==> src/rtl/keccak_chi_share_encoder_pkg.sv <==
// Shared constants, FIFO state type and share-encoding helper for the
// keccak chi share encoder.
package keccak_chi_share_encoder_pkg;

  localparam int unsigned ROW_W    = 5;
  localparam int unsigned N_SHARES = 3;
  localparam int unsigned RND_W    = 10;
  localparam int unsigned ENT_W    = ROW_W * N_SHARES;

  typedef enum logic [1:0] {
    EMPTY = 2'd0,
    ONE   = 2'd1,
    TWO   = 2'd2
  } fifo_state_t;

  // Packs {s3, s2, s1}; s3 is formed straight from the row so the
  // unshared value only ever exists combinationally.
  function automatic logic [ENT_W-1:0] encode_row(
    input logic [ROW_W-1:0] row,
    input logic [RND_W-1:0] rnd
  );
    logic [ROW_W-1:0] m1;
    logic [ROW_W-1:0] m2;
    m1 = rnd[ROW_W-1:0];
    m2 = rnd[RND_W-1:ROW_W];
    return {row ^ m1 ^ m2, m2, m1};
  endfunction

endpackage

==> src/rtl/keccak_chi_share_encoder_share_fifo2.sv <==
// Two-entry FIFO of 15-bit share triples. Entries that are not valid are
// held at zero so no stale share is ever visible on dout.
module share_fifo2
  import keccak_chi_share_encoder_pkg::*;
(
  input  logic             clk,
  input  logic             rst_n,
  input  logic             push,
  input  logic             pop,
  input  logic [ENT_W-1:0] din,
  output logic [ENT_W-1:0] dout,
  output logic             full,
  output logic             not_empty
);

  fifo_state_t      state;
  logic [ENT_W-1:0] e0;
  logic [ENT_W-1:0] e1;

  // Occupancy state machine with entry storage; e0 is always the oldest row.
  always_ff @(posedge clk or negedge rst_n) begin
    if (!rst_n) begin
      state <= EMPTY;
      e0    <= '0;
      e1    <= '0;
    end else begin
      case (state)
        EMPTY: begin
          if (push) begin
            e0    <= din;
            state <= ONE;
          end
        end
        ONE: begin
          case ({push, pop})
            2'b10: begin
              e1    <= din;
              state <= TWO;
            end
            2'b01: begin
              e0    <= '0;
              state <= EMPTY;
            end
            2'b11: e0 <= din;
            default: ;
          endcase
        end
        TWO: begin
          if (pop) begin
            e0    <= e1;
            e1    <= '0;
            state <= ONE;
          end
        end
        default: state <= EMPTY;
      endcase
    end
  end

  assign dout      = e0;
  assign full      = (state == TWO);
  assign not_empty = (state != EMPTY);

endmodule

==> src/rtl/keccak_chi_share_encoder.sv <==
// Keccak chi share encoder: splits each plaintext row into three Boolean
// shares using fresh randomness and buffers them in a 2-entry FIFO.
// Optional debug feature: define SHARE_CHECK_EN to add the share_err port
// and a parity FIFO that checks s1^s2^s3 against the accepted row.
module keccak_chi_share_encoder
  import keccak_chi_share_encoder_pkg::*;
#(
  parameter int unsigned CNT_W = 16
) (
  input  logic             clk,
  input  logic             rst_n,
  input  logic             in_valid,
  output logic             in_ready,
  input  logic [ROW_W-1:0] in_row,
  input  logic             rnd_valid,
  output logic             rnd_ready,
  input  logic [RND_W-1:0] rnd,
  output logic             out_valid,
  input  logic             out_ready,
  output logic [ROW_W-1:0] out_s1,
  output logic [ROW_W-1:0] out_s2,
  output logic [ROW_W-1:0] out_s3,
  output logic [CNT_W-1:0] row_cnt
`ifdef SHARE_CHECK_EN
  ,
  output logic             share_err
`endif
);

  logic             full;
  logic             accept;
  logic             pop;
  logic [ENT_W-1:0] fifo_dout;

  // rst_n gates the readies so they drop the instant reset asserts.
  assign in_ready  = rst_n & rnd_valid & ~full;
  assign rnd_ready = rst_n & in_valid & ~full;
  assign accept    = in_valid & rnd_valid & ~full;
  assign pop       = out_valid & out_ready;

  share_fifo2 u_fifo (
    .clk       (clk),
    .rst_n     (rst_n),
    .push      (accept),
    .pop       (pop),
    .din       (encode_row(in_row, rnd)),
    .dout      (fifo_dout),
    .full      (full),
    .not_empty (out_valid)
  );

  assign out_s1 = fifo_dout[ROW_W-1:0];
  assign out_s2 = fifo_dout[2*ROW_W-1:ROW_W];
  assign out_s3 = fifo_dout[3*ROW_W-1:2*ROW_W];

  // Count accepted rows, wrapping naturally at 2^CNT_W.
  always_ff @(posedge clk or negedge rst_n) begin
    if (!rst_n) begin
      row_cnt <= '0;
    end else if (accept) begin
      row_cnt <= row_cnt + CNT_W'(1);
    end
  end

`ifdef SHARE_CHECK_EN
  logic par0;
  logic par1;
  logic par_in;

  assign par_in = ^in_row;

  // Parity shadow FIFO tracking the share FIFO via its full/not_empty flags.
  always_ff @(posedge clk or negedge rst_n) begin
    if (!rst_n) begin
      par0 <= 1'b0;
      par1 <= 1'b0;
    end else begin
      case ({full, out_valid, accept, pop})
        4'b0010: par0 <= par_in;
        4'b0111: par0 <= par_in;
        4'b0110: par1 <= par_in;
        4'b0101: par0 <= 1'b0;
        4'b1101: begin
          par0 <= par1;
          par1 <= 1'b0;
        end
        default: ;
      endcase
    end
  end

  // Sticky error when a popped triple does not recombine to the stored parity.
  always_ff @(posedge clk or negedge rst_n) begin
    if (!rst_n) begin
      share_err <= 1'b0;
    end else if (pop && ((^(out_s1 ^ out_s2 ^ out_s3)) != par0)) begin
      share_err <= 1'b1;
    end
  end
`endif

endmodule

==> config.mk <==
export PLATFORM = sky130hd
export DESIGN_NAME = keccak_chi_share_encoder
export DESIGN_NICKNAME = d
export VERILOG_FILES = /design/src/rtl/keccak_chi_share_encoder_pkg.sv /design/src/rtl/keccak_chi_share_encoder_share_fifo2.sv /design/src/rtl/keccak_chi_share_encoder.sv
export SDC_FILE = /design/constraint.sdc
export NUM_CORES = 1
export LEC_CHECK = 0
export CORE_MARGIN = 10
export CORE_UTILIZATION = 36
export CTS_CLUSTER_DIAMETER = 200
export DETAILED_ROUTE_END_ITERATION = 8
export PLACE_DENSITY = 0.67
export SLEW_MARGIN = 20
export SYNTH_ARGS = -nofsm -noshare
export SYNTH_HDL_FRONTEND = slang
export SYNTH_SLANG_ARGS = --single-unit
==> constraint.sdc <==
create_clock -name clk -period 3.5 [get_ports clk]
set_input_delay 0.35 -clock clk [delete_from_list [all_inputs] [get_ports clk]]
set_output_delay 0.35 -clock clk [all_outputs]
set_load 0.02 [all_outputs]
==> run summary <==
The tools report the routed length on met1 as 2320 um. The run gives 48 as the clock sink count. From bottom edge to top edge, the die measures 99.7 um. Across every metal layer, demand over resource in global routing totals 10.8%. Total overflow reported by the global router: 0. For the setup slack after layout, the log shows 1.16 ns. Across the routed clock network, the largest skew measured is 0.00506 ns. Yosys mapped the design onto 37 distinct sky130hd cell types. After the flow finishes, the layout carries non-filler instances totaling 328. The number of DRC violations after detailed-routing iteration 0 is 70, and the number of H-tree levels is 2. After detailed placement, the design holds a cell count of 320.

Counting every net in the synthesized netlist gives 224. After synthesis, flip-flops and latches occupy 52.5% of the total area. The number of buffer and inverter instances along the worst setup path was 1; the leakage power figure was 1.23 nW. The number of antenna violations at the first check in global routing was 0.

The number of buffers added by the clock tree synthesis step is 5, and the total die area is 9940 um^2. The worst setup path is of the reg -> reg kind. In the layout the commonest cells are sky130_fd_sc_hd__clkdlybuf4s50_1, sky130_fd_sc_hd__dfrtp_1, sky130_fd_sc_hd__xnor2_1. The run finished with clean final reports. The area added between synthesis and finish was 29.3%; the total met2 wirelength after detailed routing was 2490 um. In this run the mean area of a mapped cell was 11.5 um^2. Register share of total power: 35.9%.

The power per cell area is 869 nW/um^2, and the total length of routed wires is 5180 um. Summed over all nets, the half-perimeter wirelength after detailed placement is 3730 um. Setup violations remaining at the end of the flow were counted as 0. After clock tree synthesis, the flow added hold-fix buffers numbering 0. The run gives 0 as the DRC violation count after routing. The detailed-routing iteration count for the pre-antenna-repair pass was 4; the number of synthesized register bits was 48.

The tools report the via count of the first global-routing pass as 1,746. Once placement finished, the instance area stood at 2860 um^2. The post-detailed-route count of antenna-violating nets came out at 0.

Cells fill 48.8% of the core in the end. The finished cells cover 2960 um^2. The path category of the worst min-delay check is in -> async. The uppermost metal layer occupied by signal nets was met4. The endpoint arrival time on the critical path was 2.57 ns.

The cell area after synthesis is 2290 um^2. The Yosys step of the flow raised 0 warnings. After detailed routing, the average wire length per cell comes to 15.8 um. The post-route netlist has 9.49% of its cells at a drive strength greater than 1.

TritonCTS built the clock tree. The final-report hold violation count is 0, and the setup slack at placement is 1.05 ns. Synthesis produced a netlist whose cell count is 199. The analysis attributes to net switching a power of 1.02 mW.

The run gives 0.760 as the weighted congestion at the end of routability-driven global placement. In this run, the clock network consumes 13.4% of the power. Measured against its own limit, the worst slew margin works out to 38.7%.

The element type at the critical path end is a flip-flop. The maximum number of buffers from clock root to sink is 2. The pin slew with the least headroom to its limit works out to 0.915 ns. 0 antenna diodes ended up in the layout.

The first global-routing pass estimated 8850 um of wire. After clock tree synthesis, the clock-pin slew on the worst setup and hold paths is 0.09 ns. Counting the fill cells in the layout gives 581. Chip width: 99.7 um. The cell row count is 28, and the placeable core area is 6060 um^2. The most frequent standard cell in the layout excluding fill and tap cells is sky130_fd_sc_hd__clkdlybuf4s50_1.

The kind of cell with the highest combined delay along the critical path is simple AND/OR/NAND/NOR gates. Port buffering added 53 buffers. The signal on the critical path passes through inv_1 -> ha_1 -> and3b_1 -> a21oi_2 -> nor3b_2 -> a22o_1. The initial utilization of the core area, before any placement, comes to 37.7%.

The max-capacitance violation count is 0, and the switching power share of the total is 39.7%. Total met3 wirelength after detailed routing: 317 um. Gates resized during post-CTS repair numbered 0. At the later pin of the worst-skew pair, clock insertion delay measures 0.29 ns. The detailed router placed 1,662 vias in this run. The tools report the category of the worst setup path launch point as a flip-flop.

Across the VDD grid, the largest voltage drop is 0.375 mV. CTS placed an instance of sky130_fd_sc_hd__clkbuf_8 at the clock tree root. The number of max-slew violations in the final report was 0; the total negative setup slack was 0 ns. Based on the critical path, the design can be clocked at up to 428 MHz. The internal power of the cells totals 1.55 mW. For this design the top-level I/O count stands at 54. Post-CTS timing repair inserted 0 buffers for setup.

The maximum number of pins on one net before global-route repair is 49, and the number of vias per cell after detailed routing is 5.07. Hold is met by 0.168 ns. Setup repair after global routing left no endpoint under its margin. Combinational logic is responsible for 50.7% of the overall power. For the finished layout, the period the worst path requires is 2.34 ns. Among all stages on the critical path, the largest delay is contributed by sky130_fd_sc_hd__nor3b_2. In this run the worst path has a maximum fanout of 15. The final clock period utilization by the worst path was 66.8%; the worst endpoint required time was 3.73 ns.

At the end of the flow, the number of nets in the layout was 277. The design draws 2.57 mW. In this design, the stage delay of the slowest critical-path cell is 0.74 ns.
[kinds of logic after synthesis]
logic type	after synthesis	share of synthesized area, %
and+or+nand+nor	55	13.9
AOI/OAI and AO/OA	50	16.6
DFF	48	52.5
xor gates and xnor gates	25	9.57
buffers and inverters	13	3.34
adders and majority gates	5	2.74
muxes	3	1.37
[worst reg2reg max path: stages, from the launching register on]
cell and delay (ns):
sky130_fd_sc_hd__dfrtp_1 0.38, sky130_fd_sc_hd__inv_1 0.08, sky130_fd_sc_hd__ha_1 0.29, sky130_fd_sc_hd__and3b_1 0.39, sky130_fd_sc_hd__a21oi_2 0.11, sky130_fd_sc_hd__nor3b_2 0.74, sky130_fd_sc_hd__a22o_1 0.28
[cell type report]
type / count / area (um^2) / share of cell area, %
inverters: 4 / 15.0 / 0.508
clock buffers: 7 / 86.3 / 2.92
repair buffers: 55 / 541 / 18.3
well taps: 75 / 93.8 / 3.17
flip-flops and latches: 48 / 1200 / 40.6
clock inverters: 1 / 7.51 / 0.254
multi-input cells: 138 / 1010 / 34.3
[registers in the layout (all words and copies together) (netlist names)]
name	cells
row_cnt	16
u_fifo.e1	15
u_fifo.state	2
u_fifo.dout	15
[path summary, 6_finish.rpt]
| path | cells after the start | slack (ns) | endpoint | startpoint |
|---|---|---|---|---|
| min in group clk | 1 | 0.48 | row_cnt[15] | row_cnt[15] |
| setup reg to reg | 6 | 1.16 | u_fifo.e1[5] | u_fifo.state[0] |
| hold / removal | 2 | 0.17 | row_cnt[1] | rst_n |
| max in group asynchronous | 2 | 2.91 | u_fifo.e1[2] | rst_n |
| setup / recovery | 6 | 1.16 | u_fifo.e1[5] | u_fifo.state[0] |
| hold reg to reg | 1 | 0.48 | row_cnt[15] | row_cnt[15] |
[power by group through the flow]
stage / clock (mW) / combinational, mW / sequential [mW]
2_1_floorplan: 0 / 0.784 / 1.05
3_3_place_gp: 0 / 1.31 / 0.927
3_5_place_dp: 0 / 1.33 / 0.925
4_1_cts: 0.359 / 1.33 / 0.924
5_1_grt: 0.377 / 1.45 / 0.960
6_report: 0.345 / 1.30 / 0.922
[routing by layer]
layer / global-route usage, % / vias to the layer above
met5: 0 / -
met4: 3.64 / 0
met3: 3.60 / 2
met2: 17.0 / 32
met1: 13.5 / 809
li1: - / 819
[synth_stat cells]
library cell / instances / area share [%]
sky130_fd_sc_hd__o21ai_0: 1 / 0.22
sky130_fd_sc_hd__buf_2: 1 / 0.22
sky130_fd_sc_hd__and2_2: 1 / 0.33
sky130_fd_sc_hd__a21oi_1: 15 / 3.3
sky130_fd_sc_hd__nand3_1: 6 / 1.3
sky130_fd_sc_hd__dfrtp_1: 48 / 53
sky130_fd_sc_hd__buf_6: 3 / 1.5
sky130_fd_sc_hd__nand3b_2: 1 / 0.49
sky130_fd_sc_hd__o21bai_1: 1 / 0.33
sky130_fd_sc_hd__nand4_1: 4 / 1.1
sky130_fd_sc_hd__nor2b_1: 1 / 0.27
sky130_fd_sc_hd__a21oi_2: 1 / 0.38
sky130_fd_sc_hd__nand3b_4: 1 / 0.88
sky130_fd_sc_hd__inv_1: 4 / 0.66
sky130_fd_sc_hd__buf_4: 1 / 0.33
sky130_fd_sc_hd__and4_1: 3 / 1.1
sky130_fd_sc_hd__nor2_1: 18 / 3.0
sky130_fd_sc_hd__and3b_2: 2 / 0.88
sky130_fd_sc_hd__nor3_1: 1 / 0.22
sky130_fd_sc_hd__and3b_1: 1 / 0.38
sky130_fd_sc_hd__or2b_4: 1 / 0.49
sky130_fd_sc_hd__nor3b_2: 1 / 0.55
sky130_fd_sc_hd__mux2_2: 1 / 0.49
sky130_fd_sc_hd__nand2_1: 10 / 1.6
sky130_fd_sc_hd__mux2i_1: 2 / 0.88
sky130_fd_sc_hd__clkbuf_1: 4 / 0.66
sky130_fd_sc_hd__and4_2: 1 / 0.44
sky130_fd_sc_hd__a22o_1: 14 / 5.4
sky130_fd_sc_hd__ha_1: 5 / 2.7
sky130_fd_sc_hd__and3_1: 1 / 0.27
sky130_fd_sc_hd__xnor2_1: 24 / 9.2
sky130_fd_sc_hd__xor2_1: 1 / 0.38
sky130_fd_sc_hd__o31ai_4: 1 / 0.93
sky130_fd_sc_hd__a22oi_1: 15 / 4.9
sky130_fd_sc_hd__o311ai_2: 1 / 0.71
sky130_fd_sc_hd__and2_1: 2 / 0.55
sky130_fd_sc_hd__a22o_2: 1 / 0.44
Power figures use the tool's default switching activity.
